### config.mk
export PLATFORM = sky130hd
export DESIGN_NAME = id_ex_stage
export DESIGN_NICKNAME = d
export VERILOG_FILES = /design/src/rtl/id_ex_stage.sv
export SDC_FILE = /design/constraint.sdc
export NUM_CORES = 1
export LEC_CHECK = 0
export ABC_AREA = 1
export BUFFER_PORTS_ARGS = -buffer_cell sky130_fd_sc_hd__buf_2
export CAP_MARGIN = 20
export CORE_ASPECT_RATIO = 2
export CORE_MARGIN = 10
export CORE_UTILIZATION = 46
export DETAILED_ROUTE_END_ITERATION = 8
export PLACE_DENSITY = 0.83
export SYNTH_ARGS = -nofsm -noshare
export SYNTH_HDL_FRONTEND = slang
export SYNTH_SLANG_ARGS = --single-unit
export TNS_END_PERCENT = 20
### constraint.sdc
create_clock -name clk -period 3.5 [get_ports clk]
set_input_delay 0.7 -clock clk [delete_from_list [all_inputs] [get_ports clk]]
set_output_delay 0.7 -clock clk [all_outputs]
set_load 0.05 [all_outputs]
### src/rtl/id_ex_stage.sv
// ID/EX pipeline register with operand bypass and load-use hazard detection.
// Define ID_EX_FWD_EN to enable MEM/WB bypass; otherwise RAW hazards stall instead.
module id_ex_stage (
  input  logic        clk,
  input  logic        rst_n,
  input  logic        stall,
  input  logic        flush,
  input  logic        id_valid,
  input  logic        id_reg_write,
  input  logic        id_mem_read,
  input  logic        id_use_imm,
  input  logic [31:0] id_rs1_data,
  input  logic [31:0] id_rs2_data,
  input  logic [31:0] id_imm,
  input  logic [4:0]  id_rs1_addr,
  input  logic [4:0]  id_rs2_addr,
  input  logic [4:0]  id_rd_addr,
  input  logic [4:0]  id_alu_ctrl,
  input  logic        mem_reg_write,
  input  logic [4:0]  mem_rd_addr,
  input  logic [31:0] mem_data,
  input  logic        wb_reg_write,
  input  logic [4:0]  wb_rd_addr,
  input  logic [31:0] wb_data,
  output logic [31:0] alu_rs1,
  output logic [31:0] alu_rs2,
  output logic [4:0]  alu_ctrl,
  output logic        ex_valid,
  output logic        ex_reg_write,
  output logic        ex_mem_read,
  output logic [4:0]  ex_rd_addr,
  output logic [31:0] ex_store_data,
  output logic        hazard_stall
);

  logic        r_valid;
  logic        r_reg_write;
  logic        r_mem_read;
  logic        r_use_imm;
  logic [31:0] r_rs1_data;
  logic [31:0] r_rs2_data;
  logic [31:0] r_imm;
  logic [4:0]  r_rs1_addr;
  logic [4:0]  r_rs2_addr;
  logic [4:0]  r_rd_addr;
  logic [4:0]  r_alu_ctrl;

  logic        w_load_use;
  logic        w_hazard;
  logic        w_clear;
  logic        w_load;
  logic [31:0] w_rs1_fwd;
  logic [31:0] w_rs2_fwd;

  assign w_load_use = id_valid & r_valid & r_mem_read & (r_rd_addr != 5'd0) &
                      ((r_rd_addr == id_rs1_addr) | (r_rd_addr == id_rs2_addr));

`ifdef ID_EX_FWD_EN
  // MEM is the younger producer, so it wins over WB; x0 is never bypassed.
  function automatic logic [31:0] fwd_sel(input logic [4:0] addr, input logic [31:0] stored,
                                          input logic mrw, input logic [4:0] mra,
                                          input logic [31:0] md, input logic wrw,
                                          input logic [4:0] wra, input logic [31:0] wd);
    if (mrw && (mra != 5'd0) && (mra == addr)) begin
      return md;
    end else if (wrw && (wra != 5'd0) && (wra == addr)) begin
      return wd;
    end
    return stored;
  endfunction

  assign w_rs1_fwd = fwd_sel(r_rs1_addr, r_rs1_data, mem_reg_write, mem_rd_addr, mem_data,
                             wb_reg_write, wb_rd_addr, wb_data);
  assign w_rs2_fwd = fwd_sel(r_rs2_addr, r_rs2_data, mem_reg_write, mem_rd_addr, mem_data,
                             wb_reg_write, wb_rd_addr, wb_data);
  assign w_hazard  = w_load_use;
`else
  // Without bypass any in-flight producer of a source register must drain first.
  function automatic logic raw_match(input logic [4:0] addr, input logic exv,
                                     input logic exw, input logic [4:0] exa,
                                     input logic mrw, input logic [4:0] mra,
                                     input logic wrw, input logic [4:0] wra);
    return (addr != 5'd0) &&
           ((exv && exw && (exa == addr)) || (mrw && (mra == addr)) || (wrw && (wra == addr)));
  endfunction

  logic w_raw;
  logic w_unused;

  assign w_raw = id_valid &
                 (raw_match(id_rs1_addr, r_valid, r_reg_write, r_rd_addr, mem_reg_write,
                            mem_rd_addr, wb_reg_write, wb_rd_addr) |
                  raw_match(id_rs2_addr, r_valid, r_reg_write, r_rd_addr, mem_reg_write,
                            mem_rd_addr, wb_reg_write, wb_rd_addr));
  assign w_rs1_fwd = r_rs1_data;
  assign w_rs2_fwd = r_rs2_data;
  assign w_hazard  = w_load_use | w_raw;
  assign w_unused  = ^{mem_data, wb_data};
`endif

  // Priority: flush > stall > hazard/idle bubble > normal load.
  assign w_clear = flush | (~stall & (w_hazard | ~id_valid));
  assign w_load  = ~stall;

  always_ff @(posedge clk or negedge rst_n) begin
    if (!rst_n) begin
      r_valid     <= 1'b0;
      r_reg_write <= 1'b0;
      r_mem_read  <= 1'b0;
      r_use_imm   <= 1'b0;
      r_rs1_data  <= 32'd0;
      r_rs2_data  <= 32'd0;
      r_imm       <= 32'd0;
      r_rs1_addr  <= 5'd0;
      r_rs2_addr  <= 5'd0;
      r_rd_addr   <= 5'd0;
      r_alu_ctrl  <= 5'd0;
    end else if (w_clear) begin
      r_valid     <= 1'b0;
      r_reg_write <= 1'b0;
      r_mem_read  <= 1'b0;
      r_use_imm   <= 1'b0;
      r_rs1_data  <= 32'd0;
      r_rs2_data  <= 32'd0;
      r_imm       <= 32'd0;
      r_rs1_addr  <= 5'd0;
      r_rs2_addr  <= 5'd0;
      r_rd_addr   <= 5'd0;
      r_alu_ctrl  <= 5'd0;
    end else if (w_load) begin
      r_valid     <= 1'b1;
      r_reg_write <= id_reg_write;
      r_mem_read  <= id_mem_read;
      r_use_imm   <= id_use_imm;
      r_rs1_data  <= id_rs1_data;
      r_rs2_data  <= id_rs2_data;
      r_imm       <= id_imm;
      r_rs1_addr  <= id_rs1_addr;
      r_rs2_addr  <= id_rs2_addr;
      r_rd_addr   <= id_rd_addr;
      r_alu_ctrl  <= id_alu_ctrl;
    end
  end

  assign alu_rs1       = w_rs1_fwd;
  assign alu_rs2       = r_use_imm ? r_imm : w_rs2_fwd;
  assign alu_ctrl      = r_alu_ctrl;
  assign ex_valid      = r_valid;
  assign ex_reg_write  = r_reg_write;
  assign ex_mem_read   = r_mem_read;
  assign ex_rd_addr    = r_rd_addr;
  assign ex_store_data = w_rs2_fwd;
  // Gated so live MEM/WB inputs cannot raise a stall while reset is held.
  assign hazard_stall  = rst_n & w_hazard;

endmodule

==> Yosys cells after proc, flatten, opt, wreduce, memory -nomap -nowiden <==
Index checks and enable logic that the tools add are counted.
{ "word_totals": {"reg_bits": 110, "in_bits": 200, "output_inout_bits": 110, "wordCells": 65} }
{ "op_classes": {"n_eq_ne": 7, "mux": 19, "n_bitwise": 14, "n_reduce_logical": 16} }
{ "op_table": {"columns": ["operator", "n"], "rows": [
  ["32-bit two-way mux", 7],
  ["5-bit == test", 6],
  ["5-bit two-way mux", 4],
  ["5-bit nonzero test", 3],
  ["1-bit logical AND", 9],
  ["1-bit two-way mux", 8],
  ["1-bit AND", 7],
  ["1-bit OR", 5],
  ["1-bit logical OR", 4],
  ["2-bit by 1-bit != test with 1-bit output (second input constant)", 1],
  ["1-bit NOT", 2]
]} }

==> Longest topological paths before layout <==
{ "depth": {"word_depth": 12, "depth_mapped": 13, "depth_no_buf": 12} }

==> Worst setup path after synthesis <==
OpenSTA, ideal clock, no wires.
{ "synth_timing": {"path_kind": "reg2out", "startpoint": "reg r_rd_addr[2], in the netlist ex_rd_addr[2]", "endpoint": "out hazard_stall", "arrival_time_ns": 1.863, "required_ns": 2.800, "path_slack_ns": 0.937, "path_stages_with_launch": 12, "cell_sequence": "dfrtp_1 inv_1 nand2_1 nand2_1 nor2_1 nand3_1 a21oi_1 a21oi_2 buf_6 nand2_1 nand3_1 inv_1"} }
{ "synth_via": {"elab_chain_len": 9, "word_cells_on_any_way": 18, "cone_classes": "eq/ne: 2; bitwise: 7; reduce/logical: 9"} }
{ "synth_lines": {"columns": ["element", "line_no", "source"], "rows": [
  ["start, declared", "45", "logic [4:0] r_rd_addr;"],
  ["start signal, assigned", "140", "r_rd_addr <= id_rd_addr;"],
  ["5-bit == test", "56, 84", null],
  ["1-bit logical AND", "84", "((exv && exw && (exa == addr)) || (mrw && (mra == addr)) || (wrw && (wra == addr)));"],
  ["1-bit logical OR (2 in a row)", "84", null],
  ["1-bit logical AND", "83", "return (addr != 5'd0) &&"],
  ["1-bit OR", "92", "mem_rd_addr, wb_reg_write, wb_rd_addr) |"],
  ["1-bit AND", "90", "assign w_raw = id_valid &"],
  ["1-bit OR (*)", "97", "assign w_hazard = w_load_use | w_raw;"],
  ["1-bit AND (*)", "154", "assign hazard_stall = rst_n & w_hazard;"],
  ["end, declared", "33", "output logic hazard_stall"]
]} }
Mark *: on every way between the ends. The rest lies on a longest branch, timed or not.

==> Final worst setup path <==
{ "layout_timing": {"startpoint": "in id_rs2_addr[1]", "endpoint": "out hazard_stall"} }
{ "layout_via": {"elab_chain_len": 9, "word_cells_on_any_way": 16, "cone_classes": "eq/ne: 3; bitwise: 6; reduce/logical: 7"} }
{ "layout_lines": {"columns": ["element", "line_no", "source"], "rows": [
  ["start, declared", "16", "input logic [4:0] id_rs2_addr,"],
  ["5-bit == test (on tied branches)", "56, 84", null],
  ["1-bit logical AND", "84", null],
  ["1-bit logical OR (2 in a row)", "84", null],
  ["1-bit logical AND", "83", null],
  ["1-bit OR", "92", null],
  ["1-bit AND", "90", null],
  ["1-bit OR (*)", "97", null],
  ["1-bit AND (*)", "154", null]
]} }
Marks and branches as above.

==> metrics.txt <==
outcome complete, no violations; final clock skew ~15 ps; Ys Warns 0; Die X between 90 and 100 um; Routed Antenna Nets 0; GRT Resource Usage Total between 20% and 30%; register share of total power ~45%; DR WL/cell 18.6 um; cell family with most CP delay compound AO/OA/AOI/OAI gates; global route overflow 0; dpl cells 1013; post-CTS setup buffers 0; first-pass GRT wire length 30300 um; Worst-Margin Slew slightly above 800 ps; CP Cell Sequence buf_2, inv_2, nand2_1, nand2_1, a21oi_1, nand3_1, a21oi_1, a21oi_4, nand2_1, nand3_1, inv_1, buf_2; # resized after CTS 0; minimum clock period 2850 ps; die area approximately 17000 sq um; Crit path top cell by count nand2_1; Worst path max stage delay 310 ps; Final Cycle Share between 80% and 90%; Final Instance Count excl. Fillers ~1000; vias in the first global route approximately 5600; Pleak ~4.3 nW; Max Fanout on Critical Path 4; FMAX 351 MHz; Synth area leader dfrtp_1; commonest non-fill, non-tap cell in the layout nand2_1; combinational power share 19.5%; Max stage delay cell, worst path a21oi_1; Clock Path Buffers 2; WP data arrival about 2200 ps; critical path class input pin to primary output; core area between 10000 and 15000 sq um; vias 5595; IO Pins just over 300; CTS tree done; top cells by area, synth dfrtp_1 49%, nand2_1 19%, nand4_1 12%; pin count of the biggest net entering global routing between 100 and 150; later-pin clock latency in the skew report ~350 ps; Int Pwr roughly 2.1 mW; Initial Utilization between 40% and 50%; syn nets 865; GPL Wtd Cong slightly below 0.9; Synth top area share 49.4%; slew margin rel. between 40 and 50%; Worst Path Required 2800 ps; initial antenna violation count 2; clock slew at reported path FFs about 80 ps; Die Y-Extent roughly 180 um; setup ws final between 600 and 700 ps; Worst Hold Class flop to flop; pwr dens 423 nW/um^2; syn_area_per_cell 8.37 sq um; num rows 56; Final #Nets ~1100; gate count of the mapped netlist between 600 and 700; Routed WL roughly 19000 um; dpl hpwl approximately 14000 um; maximum VDD drop roughly 0.29 mV; max-capacitance violation count 0; commonest cells after routing, fill and taps aside 282 x nand2_1, 244 x buf_2, 110 x nand4_1, 110 x dfrtp_1, 32 x mux2_2; CTS root buffer clkbuf_16; CTS Sinks 110; Clock Power Share a little over a third; FF-to-FF setup slack 990 ps; Num CTS Buffers 9; post-synthesis cell area 5570 sq um; crit start category input pin; Area Growth Syn to Fin 27.3%; synthesis-stage register bit count between 100 and 150; post-synthesis sequential area ratio 49.4%; net switching power ~0.94 mW; setup slack at placement roughly 610 ps; Vias/cell 5.42; Port Buffer Count 245; DRT Pass-1 Iters 5; Final Setup Violations 0; WP buf/inv 4; unrepaired setup endpoints after global routing no; Crit. End Element primary output; switching part of the total about a third; share of cells above drive strength 1 between 30% and 40%; Remaining DRCs 0; fin. max-slew vios 0; filler instances roughly 1100; Cell variety after synth 22; TNS Setup 0 ps; Final Hold Viols 0; DRT iter0 DRCs about 320; cts hold-fix bufs 0; total number of H-tree levels 3
==> flip-flops by register name, indices dropped and copies added, names as in the netlist <==
signal         cells
alu_rs1           32
ex_rd_addr         5
ex_reg_write       1
r_use_imm          1
ex_valid           1
alu_ctrl           5
r_imm             32
ex_store_data     32
ex_mem_read        1
==> final cells by class <==
type | instances | area (sq um) | area share, %
tap | 145 | 181 | 2.56
multi-input combinational | 477 | 2400 | 33.9
sequential | 110 | 2750 | 38.8
clock buffer | 10 | 229 | 3.23
clock inverter | 6 | 75.1 | 1.06
antenna | 3 | 7.51 | 0.106
inverter | 26 | 97.6 | 1.38
timing repair buffer | 256 | 1340 | 19.0
==> layer usage <==
metal	wire length, um	vias to the layer above	share of wire [%]	GRT usage, %
met5	0	-	0	0
met4	1010	0	5.3	13.5
met3	1330	65	6.9	5.31
met2	9910	270	52	35.5
met1	6920	2602	36	24.3
li1	-	2658	-	-
==> through the flow <==
step | power (mW) | utilization [%] | hold WS (ps) | area, sq um
after CTS | 3.03 | 59.9 | 481 | 7050
after global placement | 1.96 | 57.3 | 457 | 6750
after detailed placement | 1.96 | 57.3 | 460 | 6750
after global routing | 3.12 | 60.2 | 499 | 7090
after floorplan | 1.75 | - | 404 | 5570
final | 3.00 | 60.2 | 475 | 7090
==> cells in the mapped netlist, drive strengths merged <==
master,n
dfrtp,110
nor2,22
nor3,4
nand4,110
o21ai,6
clkbuf,28
mux2,32
xnor2,2
nand3,12
nand2,282
a21oi,4
xor2,3
inv,25
clkinv,1
buf,24
==> cells by family after synthesis <==
logic type                Yosys count  share of synthesized area, %
AOI/OAI and AO/OA                  10                          1.03
DFF                               110                          49.4
and+or+nand+nor                   430                          34.3
xor gates and xnor gates            5                         0.787
muxes                              32                          6.47
buffers and inverters              78                          7.96
==> worst paths after layout <==
kind,from,to,depth (start not counted)
setup / recovery,id_rs2_addr[1],hazard_stall,12
hold / removal,alu_ctrl[0],alu_ctrl[0],2
setup reg to reg,ex_rd_addr[3],r_imm[24],11
hold reg to reg,alu_ctrl[0],alu_ctrl[0],2
max in group asynchronous,rst_n,ex_rd_addr[1],2
min in group asynchronous,rst_n,alu_rs1[4],2
==> power by group through the flow <==
stage	logic [mW]	clock network [mW]	registers, mW
finish	0.584	1.06	1.36
global route	0.630	1.13	1.36
CTS	0.586	1.09	1.35
detailed placement	0.584	0	1.38
global placement	0.580	0	1.38
floorplan	0.248	0	1.50
==> worst register-to-register path: stages, from the launching register on <==
cell and delay, ps:
dfrtp_1 460, inv_2 80, nand2_1 40, nand2_1 70, nor2_1 50, nand3_1 90, nor2_1 80, o21ai_4 150
buf_4 430, buf_4 680, nand4_1 220, nand2_1 100
Power figures use the tool's default switching activity.
